`src/rtl/ps2_kbd_cmd_sched.sv`:
```
// ps2_kbd_cmd_sched
// Command scheduler in front of the PS2 keyboard host write/status interface.
// Arbitrates between a CPU register requester (1- or 2-byte commands) and an
// internal LED-sync requester (0xED + LED byte), sequences the host enqueue
// strobes, waits for ACK/ERR in the host status and retries on timeout.
//
// Ports:
//   clk6x, resetn        48 MHz clock, asynchronous active-low reset
//   ck1us                1-cycle pulse every microsecond
//   cpu_req_i/two/cmd/data  CPU command request (sampled with cpu_req_i)
//   cpu_busy_o/done_o/stat_o  CPU request status and result
//   led_i, kbd_bat_ok_i  desired LEDs and keyboard BAT OK pulse
//   kbd_stat_i           host status (0x00/0x01/0xFA/0xFE)
//   kbd_wcmddata_o, kbd_enq_cmd1_o, kbd_enq_cmd2_o  host TX FIFO write side
module ps2_kbd_cmd_sched #(
    parameter int TIMEOUT_US = 20000,
    parameter int RETRIES    = 2,
    parameter int GAP_US     = 50
) (
    input  logic       clk6x,
    input  logic       resetn,
    input  logic       ck1us,
    input  logic       cpu_req_i,
    input  logic       cpu_two_i,
    input  logic [7:0] cpu_cmd_i,
    input  logic [7:0] cpu_data_i,
    output logic       cpu_busy_o,
    output logic       cpu_done_o,
    output logic [7:0] cpu_stat_o,
    input  logic [2:0] led_i,
    input  logic       kbd_bat_ok_i,
    input  logic [7:0] kbd_stat_i,
    output logic [7:0] kbd_wcmddata_o,
    output logic       kbd_enq_cmd1_o,
    output logic       kbd_enq_cmd2_o
);

    localparam int TW = ($clog2(TIMEOUT_US + 1) > 0) ? $clog2(TIMEOUT_US + 1) : 1;
    localparam int AW = ($clog2(RETRIES + 1) > 0) ? $clog2(RETRIES + 1) : 1;
    localparam int GW = ($clog2(GAP_US + 1) > 0) ? $clog2(GAP_US + 1) : 1;
    localparam logic [TW-1:0] TMAX = TW'(TIMEOUT_US);
    localparam logic [AW-1:0] RMAX = AW'(RETRIES);
    localparam logic [GW-1:0] GMAX = GW'(GAP_US);

    typedef enum logic [2:0] {
        S_IDLE, S_ISSUE1, S_ISSUE2A, S_ISSUE2B, S_SETTLE, S_WAIT, S_DONE, S_GAP
    } state_t;

    state_t        state_reg, state_next;
    logic          owner_led_reg, owner_led_next;   // 1: current transaction is LED sync
    logic          last_led_reg, last_led_next;     // 1: last grant went to LED
    logic          cpu_two_reg, cpu_two_next;
    logic [7:0]    cpu_cmd_reg, cpu_cmd_next;
    logic [7:0]    cpu_data_reg, cpu_data_next;
    logic          cpu_busy_reg, cpu_busy_next;
    logic          cpu_done_reg, cpu_done_next;
    logic [7:0]    cpu_stat_reg, cpu_stat_next;
    logic          led_pend_reg, led_pend_next;
    logic [2:0]    led_sent_reg, led_sent_next;
    logic [2:0]    led_cur_reg, led_cur_next;
    logic [7:0]    result_reg, result_next;
    logic [TW-1:0] to_cnt_reg, to_cnt_next;
    logic [AW-1:0] att_cnt_reg, att_cnt_next;
    logic [GW-1:0] gap_cnt_reg, gap_cnt_next;
    logic [7:0]    wdata_reg, wdata_next;
    logic          enq1_reg, enq1_next;
    logic          enq2_reg, enq2_next;

    logic          led_req;
    logic          grant_led;
    logic          grant_two;
    logic          led_pend_clr;
    logic          own_two;
    logic [7:0]    own_cmd;
    logic [7:0]    own_data;

    // The sticky register only remembers BAT OK pulses (and the post-reset
    // sync); an LED mismatch is evaluated live, so a change made during an
    // LED transaction shows up as pending once led_sent is updated in DONE.
    assign led_req  = led_pend_reg | (led_i != led_sent_reg);
    assign own_two  = owner_led_reg | cpu_two_reg;
    assign own_cmd  = owner_led_reg ? 8'hED : cpu_cmd_reg;
    assign own_data = owner_led_reg ? {5'b00000, led_cur_reg} : cpu_data_reg;

    always_comb begin
        state_next     = state_reg;
        owner_led_next = owner_led_reg;
        last_led_next  = last_led_reg;
        cpu_two_next   = cpu_two_reg;
        cpu_cmd_next   = cpu_cmd_reg;
        cpu_data_next  = cpu_data_reg;
        cpu_busy_next  = cpu_busy_reg;
        cpu_done_next  = 1'b0;
        cpu_stat_next  = cpu_stat_reg;
        led_sent_next  = led_sent_reg;
        led_cur_next   = led_cur_reg;
        result_next    = result_reg;
        to_cnt_next    = to_cnt_reg;
        att_cnt_next   = att_cnt_reg;
        gap_cnt_next   = gap_cnt_reg;
        wdata_next     = wdata_reg;
        enq1_next      = 1'b0;
        enq2_next      = 1'b0;
        led_pend_clr   = 1'b0;
        grant_led      = 1'b0;
        grant_two      = 1'b0;

        case (state_reg)
            S_IDLE: begin
                if (cpu_busy_reg || led_req) begin
                    // On a tie the source not granted last wins.
                    grant_led      = led_req && (!cpu_busy_reg || !last_led_reg);
                    grant_two      = grant_led || cpu_two_reg;
                    owner_led_next = grant_led;
                    last_led_next  = grant_led;
                    if (grant_led) begin
                        led_cur_next = led_i;
                        led_pend_clr = 1'b1;
                    end
                    wdata_next = grant_led ? 8'hED : cpu_cmd_reg;
                    enq2_next  = grant_two;
                    enq1_next  = !grant_two;
                    state_next = grant_two ? S_ISSUE2A : S_ISSUE1;
                end
            end
            S_ISSUE1: state_next = S_SETTLE;
            S_ISSUE2A: begin
                wdata_next = own_data;
                enq1_next  = 1'b1;
                state_next = S_ISSUE2B;
            end
            S_ISSUE2B: state_next = S_SETTLE;
            S_SETTLE: begin
                to_cnt_next = '0;
                state_next  = S_WAIT;
            end
            S_WAIT: begin
                if (kbd_stat_i == 8'hFA || kbd_stat_i == 8'hFE) begin
                    result_next = kbd_stat_i;
                    state_next  = S_DONE;
                end else if (to_cnt_reg == TMAX) begin
                    if (att_cnt_reg < RMAX) begin
                        att_cnt_next = att_cnt_reg + 1'b1;
                        wdata_next   = own_cmd;
                        enq2_next    = own_two;
                        enq1_next    = !own_two;
                        state_next   = own_two ? S_ISSUE2A : S_ISSUE1;
                    end else begin
                        result_next = 8'hFF;
                        state_next  = S_DONE;
                    end
                end else if (ck1us) begin
                    to_cnt_next = to_cnt_reg + 1'b1;
                end
            end
            S_DONE: begin
                if (owner_led_reg) begin
                    // Failed LED syncs are also marked sent to avoid livelock.
                    led_sent_next = led_cur_reg;
                end else begin
                    cpu_stat_next = result_reg;
                    cpu_done_next = 1'b1;
                    cpu_busy_next = 1'b0;
                end
                att_cnt_next = '0;
                gap_cnt_next = GMAX;
                state_next   = S_GAP;
            end
            S_GAP: begin
                if (gap_cnt_reg == '0) begin
                    state_next = S_IDLE;
                end else if (ck1us) begin
                    gap_cnt_next = gap_cnt_reg - 1'b1;
                end
            end
            default: state_next = S_IDLE;
        endcase

        // CPU latch; busy is still set during DONE, so this cannot collide
        // with the completion above.
        if (cpu_req_i && !cpu_busy_reg) begin
            cpu_busy_next = 1'b1;
            cpu_stat_next = 8'h01;
            cpu_two_next  = cpu_two_i;
            cpu_cmd_next  = cpu_cmd_i;
            cpu_data_next = cpu_data_i;
        end

        // A BAT OK pulse in the same cycle as an LED grant must survive.
        if (kbd_bat_ok_i)
            led_pend_next = 1'b1;
        else if (led_pend_clr)
            led_pend_next = 1'b0;
        else
            led_pend_next = led_pend_reg;
    end

    always_ff @(posedge clk6x or negedge resetn) begin
        if (!resetn) begin
            state_reg     <= S_IDLE;
            owner_led_reg <= 1'b1;
            last_led_reg  <= 1'b1;
            cpu_two_reg   <= 1'b0;
            cpu_cmd_reg   <= 8'h00;
            cpu_data_reg  <= 8'h00;
            cpu_busy_reg  <= 1'b0;
            cpu_done_reg  <= 1'b0;
            cpu_stat_reg  <= 8'h00;
            led_pend_reg  <= 1'b1;
            led_sent_reg  <= 3'b000;
            led_cur_reg   <= 3'b000;
            result_reg    <= 8'h00;
            to_cnt_reg    <= '0;
            att_cnt_reg   <= '0;
            gap_cnt_reg   <= '0;
            wdata_reg     <= 8'h00;
            enq1_reg      <= 1'b0;
            enq2_reg      <= 1'b0;
        end else begin
            state_reg     <= state_next;
            owner_led_reg <= owner_led_next;
            last_led_reg  <= last_led_next;
            cpu_two_reg   <= cpu_two_next;
            cpu_cmd_reg   <= cpu_cmd_next;
            cpu_data_reg  <= cpu_data_next;
            cpu_busy_reg  <= cpu_busy_next;
            cpu_done_reg  <= cpu_done_next;
            cpu_stat_reg  <= cpu_stat_next;
            led_pend_reg  <= led_pend_next;
            led_sent_reg  <= led_sent_next;
            led_cur_reg   <= led_cur_next;
            result_reg    <= result_next;
            to_cnt_reg    <= to_cnt_next;
            att_cnt_reg   <= att_cnt_next;
            gap_cnt_reg   <= gap_cnt_next;
            wdata_reg     <= wdata_next;
            enq1_reg      <= enq1_next;
            enq2_reg      <= enq2_next;
        end
    end

    assign cpu_busy_o     = cpu_busy_reg;
    assign cpu_done_o     = cpu_done_reg;
    assign cpu_stat_o     = cpu_stat_reg;
    assign kbd_wcmddata_o = wdata_reg;
    assign kbd_enq_cmd1_o = enq1_reg;
    assign kbd_enq_cmd2_o = enq2_reg;

endmodule

```
`config.mk`:
```
export PLATFORM = sky130hd
export DESIGN_NAME = ps2_kbd_cmd_sched
export DESIGN_NICKNAME = d
export VERILOG_FILES = /design/src/rtl/ps2_kbd_cmd_sched.sv
export SDC_FILE = /design/constraint.sdc
export NUM_CORES = 1
export LEC_CHECK = 0
export ABC_AREA = 1
export CORE_MARGIN = 3
export CORE_UTILIZATION = 40
export CTS_BUF_LIST = sky130_fd_sc_hd__clkbuf_8
export DETAILED_ROUTE_END_ITERATION = 10
export MAX_ROUTING_LAYER = met4
export PLACE_DENSITY = 0.68
export SETUP_SLACK_MARGIN = 0.3
export SYNTH_ARGS = -nofsm -noshare
export SYNTH_HDL_FRONTEND = slang
export SYNTH_SLANG_ARGS = --single-unit
```
`constraint.sdc`:
```
create_clock -name clk6x -period 1.9 [get_ports clk6x]
set_clock_uncertainty 0.1 [all_clocks]
set_input_delay 0.285 -clock clk6x [delete_from_list [all_inputs] [get_ports clk6x]]
set_output_delay 0.285 -clock clk6x [all_outputs]
set_load 0.1 [all_outputs]
```
**Word-level counts from Yosys, hierarchy flattened**

Cells that the tools add are included.

- Muxes and demuxes: 53
- Add/sub/neg operators: 3
- Bitwise gates (word level): 2
- Magnitude comparators: 1
- Shift operators: 0
- Multiply operators: 0
- Divide/modulo/power cells: 0
- Equality and inequality tests: 23
- Reduce and logical (&&, ||, !) cells: 30

Operator list:

| cell | count |
|---|---|
| 8-bit two-way mux | 13 |
| 15-bit two-way mux | 3 |
| 15-bit case mux with 2 select lines | 1 |
| 8-bit case mux with 3 select lines | 1 |
| 3-bit case mux with 7 select lines | 1 |
| 2-bit inequality test, second input constant | 10 |
| 1-bit two-way mux | 18 |
| 8-bit equality test, second input constant | 2 |
| 15-bit by 1-bit adder with 15-bit output, second input constant | 1 |
| 15-bit equality test, second input constant | 1 |
| 3-bit two-way mux | 5 |
| 3-bit equality test, second input constant | 4 |
| 6-bit two-way mux | 2 |
| 6-bit case mux with 2 select lines | 1 |
| 3-bit AND reduction | 4 |
| 2-bit nonzero test | 6 |
| 2-bit two-way mux | 5 |
| 4-bit AND reduction | 2 |
| 3-bit by 2-bit equality test with 1-bit output, second input constant | 2 |
| 6-bit logical NOT | 1 |
| 2-bit AND reduction | 3 |
| 6-bit by 1-bit subtractor with 6-bit output, second input constant | 1 |
| 5-bit AND reduction | 1 |
| 1-bit logical NOT | 4 |
| other kinds (15) | 20 |

- Bits in registers: 79
- ROM bits: 0
- Output and inout port bits: 20
- Bits in writable memories: 0
- Word-level logic and storage cells: 130
- Latch bits: 0
- Memories kept: 0
- Input bits: 33

**Logic depth before layout (Yosys ltp)**

- Depth in word-level cells: 8
- Gate-level depth with buffers: 13

**Worst setup path before layout**

No wires, ideal clock.

- Path kind: flip-flop to flip-flop
- From: register cpu_busy_reg, in the netlist cpu_busy_o
- To: register cpu_cmd_reg[4]
- Arrival: 1.959 ns
- Clock period less this slack: 2.184 ns
- Path buffers: 1
- Data required time: 1.675 ns
- Path slack: -0.284 ns
- Stages on the path, launching flop included: 5
- Cells stage by stage: dfrtp_1 -> inv_1 -> nand2_1 -> buf_2 -> mux2_2

- Longest elaborated chain between the ends: 2

Ends and longest elaborated chain:

| item | RTL line | source |
|---|---|---|
| start, declared | 55 | `logic cpu_busy_reg, cpu_busy_next;` |
| start signal, assigned | 226 | `cpu_busy_reg <= cpu_busy_next;` |
| 1-bit logical NOT | 181 | `if (cpu_req_i && !cpu_busy_reg) begin` |
| 1-bit logical AND | 181 |  |
| end signal, assigned | 224 | `cpu_cmd_reg <= cpu_cmd_next;` |
| end, declared | 53 | `logic [7:0] cpu_cmd_reg, cpu_cmd_next;` |

Every way passes these cells.
A chain may end at the register's enable or synchronous reset.

**Worst setup path in the final report**

- From: register to_cnt_reg[0]
- To: register to_cnt_reg[9]

- Longest elaborated chain between the ends: 5
- Elaborated cells on any way between the ends: 8
- Those cells by class: add/sub (1); eq/ne (2); mux (4); reduce/logical (1)

Ends and longest elaborated chain:

| item | RTL line | source |
|---|---|---|
| start, declared | 62 | `logic [TW-1:0] to_cnt_reg, to_cnt_next;` |
| start signal, assigned | 233 | `to_cnt_reg <= to_cnt_next;` |
| 15-bit by 1-bit adder with 15-bit output | 153 | `to_cnt_next = to_cnt_reg + 1'b1;` |
| 15-bit two-way mux | 152 | `end else if (ck1us) begin` |
| 15-bit two-way mux | 141 | `end else if (to_cnt_reg == TMAX) begin` |
| 15-bit two-way mux | 138 | `if (kbd_stat_i == 8'hFA \|\| kbd_stat_i == 8'hFE) begin` |
| 15-bit case mux with 2 select lines | 108 | `case (state_reg)` |

Several ways; a longest one is shown, not always the timed one. The select of a mux whose other input is x is not followed.

==> flow_summary.toml <==
[place]
place_inst = 714
dpl.hpwl_um = 7110
gp_congestion = 0.926
numPortBuffers = 52
place_area_um2 = 5050

[global_routing]
grt_max_degree = 35
grt_use_total = 0.182
grt_pass1_vias = 3461
grt_pass1_wl_um = 16600
grt-ovfl-total = 0
antenna_found_initial = 0

[finish]
nNetsFinal = 653
num-fill-cells = 905
final_area_um2 = 5650
largest_reg_flops = 15
instances_no_fill = 754
final_core_util = 0.570
n_antenna_cell = 0
drive_gt1_frac = 0.256
area_growth_pct = 36.2

[sta]
min_period_ps = 1790
setup_viol = 0
hold_violations = 0
slew_viol_final = 0
hold_slack_ps = 341
max_freq_mhz = 559
rsz0062_at_grt = "yes"
setup_tns_ps = 0
worst_pin_slew_ps = 480
relSlewSlack = 0.680
fin_crit_sh = 0.941

[route]
drt_pass1_iterations = 4
drcViolationCount = 0
ant_nets = 0
routedWlPerCell_um = 13.5
vias = 3687
drt-initial-drc-count = 181
vias_per_cell = 4.89
drt-total-wl_um = 10200

[cts]
htreeDepth = 3
cts_made_buffers = 9
cts_root_buf = "clkbuf_8"
clkSlewWorstSetupHoldPaths_ps = 80
cts_tree = "yes"
clkLatencyLatePin_ps = 350
cts_sinks = 79
clk_path_buf_depth = 2

[worst_setup_path]
crit_chain = "inv_2 -> ha_4 -> nand2_2 -> inv_2 -> nand2_4 -> nor2_4 -> nand2_4 -> nand2_4 -> nand2_4 -> nand2_8 -> clkinvlp_4 -> nand2_1 -> nand2_1"
crit_required_ps = 2030
reg2regPathDepth = 13
crit_type = "reg2reg"
slowest_stage = "dfrtp_1"
end_kind = "flip-flop"
crit_arrival_ps = 1920
r2r_setup_slack_ps = 110
cpMostUsedCell = "nand2_4"
rr_startpoint = "to_cnt_reg[0]$_DFFE_PN0P_"
max_stage_delay_ps = 420
r2r-end = "to_cnt_reg[9]$_DFFE_PN0P_"
cp-start-kind = "flip-flop"
crit_fanout = 7

[synth]
synth-seq-cells = 79
synth_adder_area_share = 0.0121
synth_edf_count = 0
yosys.area.top_type_share = 0.465
synth_top_family_by_area = "simple AND/OR/NAND/NOR gates"
synth.area.mux_share = 0.0244
synth_cell_type_count = 38
ys_warn_count = 0
synth_xor_area_frac = 0.0253
synth_compound_area_frac = 0.110
syn_nets = 555
yosys.area.top_type = "dfrtp_1"
avgSynthCellArea_um2 = 8.01
synth_cells = 518
synth_area_um2 = 4150
synthSimpleGateAreaFrac = 0.280
yosysMostFrequentCell = "nand2_1"
async_flop_share = 1.00
synthTopCellsByArea = "dfrtp_1 46%, nand2_1 15%, inv_1 5.1%, o21ai_0 5.1%, nor2_1 4.1%"
synthFlopType = "dfrtp_1"
ys_seq_area_frac = 0.477
yosys-top-cells-count = "163 x nand2_1, 77 x dfrtp_1, 56 x inv_1, 45 x nor2_1, 42 x o21ai_0"

[power]
power.density_nw_per_um2 = 1640
peakVddDrop_mv = 0.873
p_leak_nw = 2.69

[die]
core_um2 = 9910
num_rows = 36
die-area_um2 = 11600
die-height_um = 108
die_w_um = 108
initial_core_util = 0.419
io_pins = 53

[run_status]
outcome = "complete, no violations"

[worst_hold_path]
hold_class = "in2async"

[flow_run]
drv_cap = 0
## critical path: cells and delay by family, from the launching register on
| family | cells | cell delay, ps |
|---|---|---|
| and+or+nand+nor | 9 | 690 |
| adders and majority gates | 1 | 130 |
| DFF | 1 | 420 |
| buffers and inverters | 3 | 340 |
## area by class of cell
type | count | area (um^2) | area share
inverters | 62 | 246 | 0.0436
repair inverters | 1 | 7.51 | 0.00133
flip-flops and latches | 79 | 1980 | 0.351
clock buffers | 10 | 138 | 0.0244
clock inverters | 6 | 85.1 | 0.0151
repair buffers | 92 | 965 | 0.171
multi-input cells | 371 | 2060 | 0.364
well taps | 133 | 166 | 0.0295
## per-stage QoR
stage,power [mW],setup slack [ps]
final,9.28,113
after global routing,9.92,-28.1
after CTS,8.90,130
after detailed placement,7.29,-71.6
after global placement,7.18,-20.7
after floorplan,5.96,313
## report_power, final
part	leakage [nW]	switching (mW)	internal (mW)
sequential	0.953	0.420	2.26
combinational	1.62	3.39	1.81
clock	0.114	0.628	0.772
## worst max-delay path by stage
stage	slack [ps]	from	to	depth (start not counted)
CTS	130	to_cnt_reg[0]$_DFFE_PN0P_	to_cnt_reg[5]$_DFFE_PN0P_	13
global placement	-20	led_i[2]	state_reg[1]$_DFFE_PN0P_	12
global route	-30	to_cnt_reg[0]$_DFFE_PN0P_	to_cnt_reg[9]$_DFFE_PN0P_	13
floorplan	310	to_cnt_reg[0]$_DFFE_PN0P_	to_cnt_reg[5]$_DFFE_PN0P_	13
detailed placement	-70	led_i[2]	state_reg[0]$_DFFE_PN0P_	11
finish	110	to_cnt_reg[0]$_DFFE_PN0P_	to_cnt_reg[9]$_DFFE_PN0P_	13
## kinds of logic (layout without fill, tap and decap cells)
kind of cell / count (synthesis) / count (layout)
adder cells (fa/ha/maj): 4 / 4
XOR/XNOR: 12 / 12
AND/OR/NAND/NOR: 264 / 265
AO/OA/AOI/OAI: 81 / 81
flip-flops: 79 / 79
buffers and inverters: 69 / 171
multiplexers: 9 / 9
## metal layers
metal	global-route usage	vias up	part of all wire
li1	-	1841	-
met1	0.246	1751	0.45
met2	0.281	82	0.49
met3	0.0300	13	0.040
met4	0.0595	0	0.014
met5	-	-	0
## repair_timing
item | 4_1_cts | 5_1_grt
gates resized for setup | 18 | 52
endpoints found under the hold margin | 30 | 0
gates cloned | 1 | 1
setup endpoints to repair | 48 | 53
hold buffers | 1 | 0
pin swaps | 17 | 23
setup buffers | 13 | 8
## cells in the final DEF (no fill, tap or decap), drive strengths merged, types with 7 or more instances in the layout
| cell type | synthesis | routed |
|---|---|---|
| buf | 5 | 60 |
| clkdlybuf4s50 | 0 | 31 |
| inv | 61 | 61 |
| nand4 | 7 | 7 |
| nor2 | 52 | 52 |
| a21oi | 15 | 15 |
| mux2 | 9 | 9 |
| dfrtp | 77 | 77 |
| nand3 | 21 | 21 |
| clkbuf | 2 | 10 |
| o21ai | 53 | 53 |
| xor2 | 12 | 12 |
| nand2 | 175 | 176 |
(Power assumes the default switching activity.)
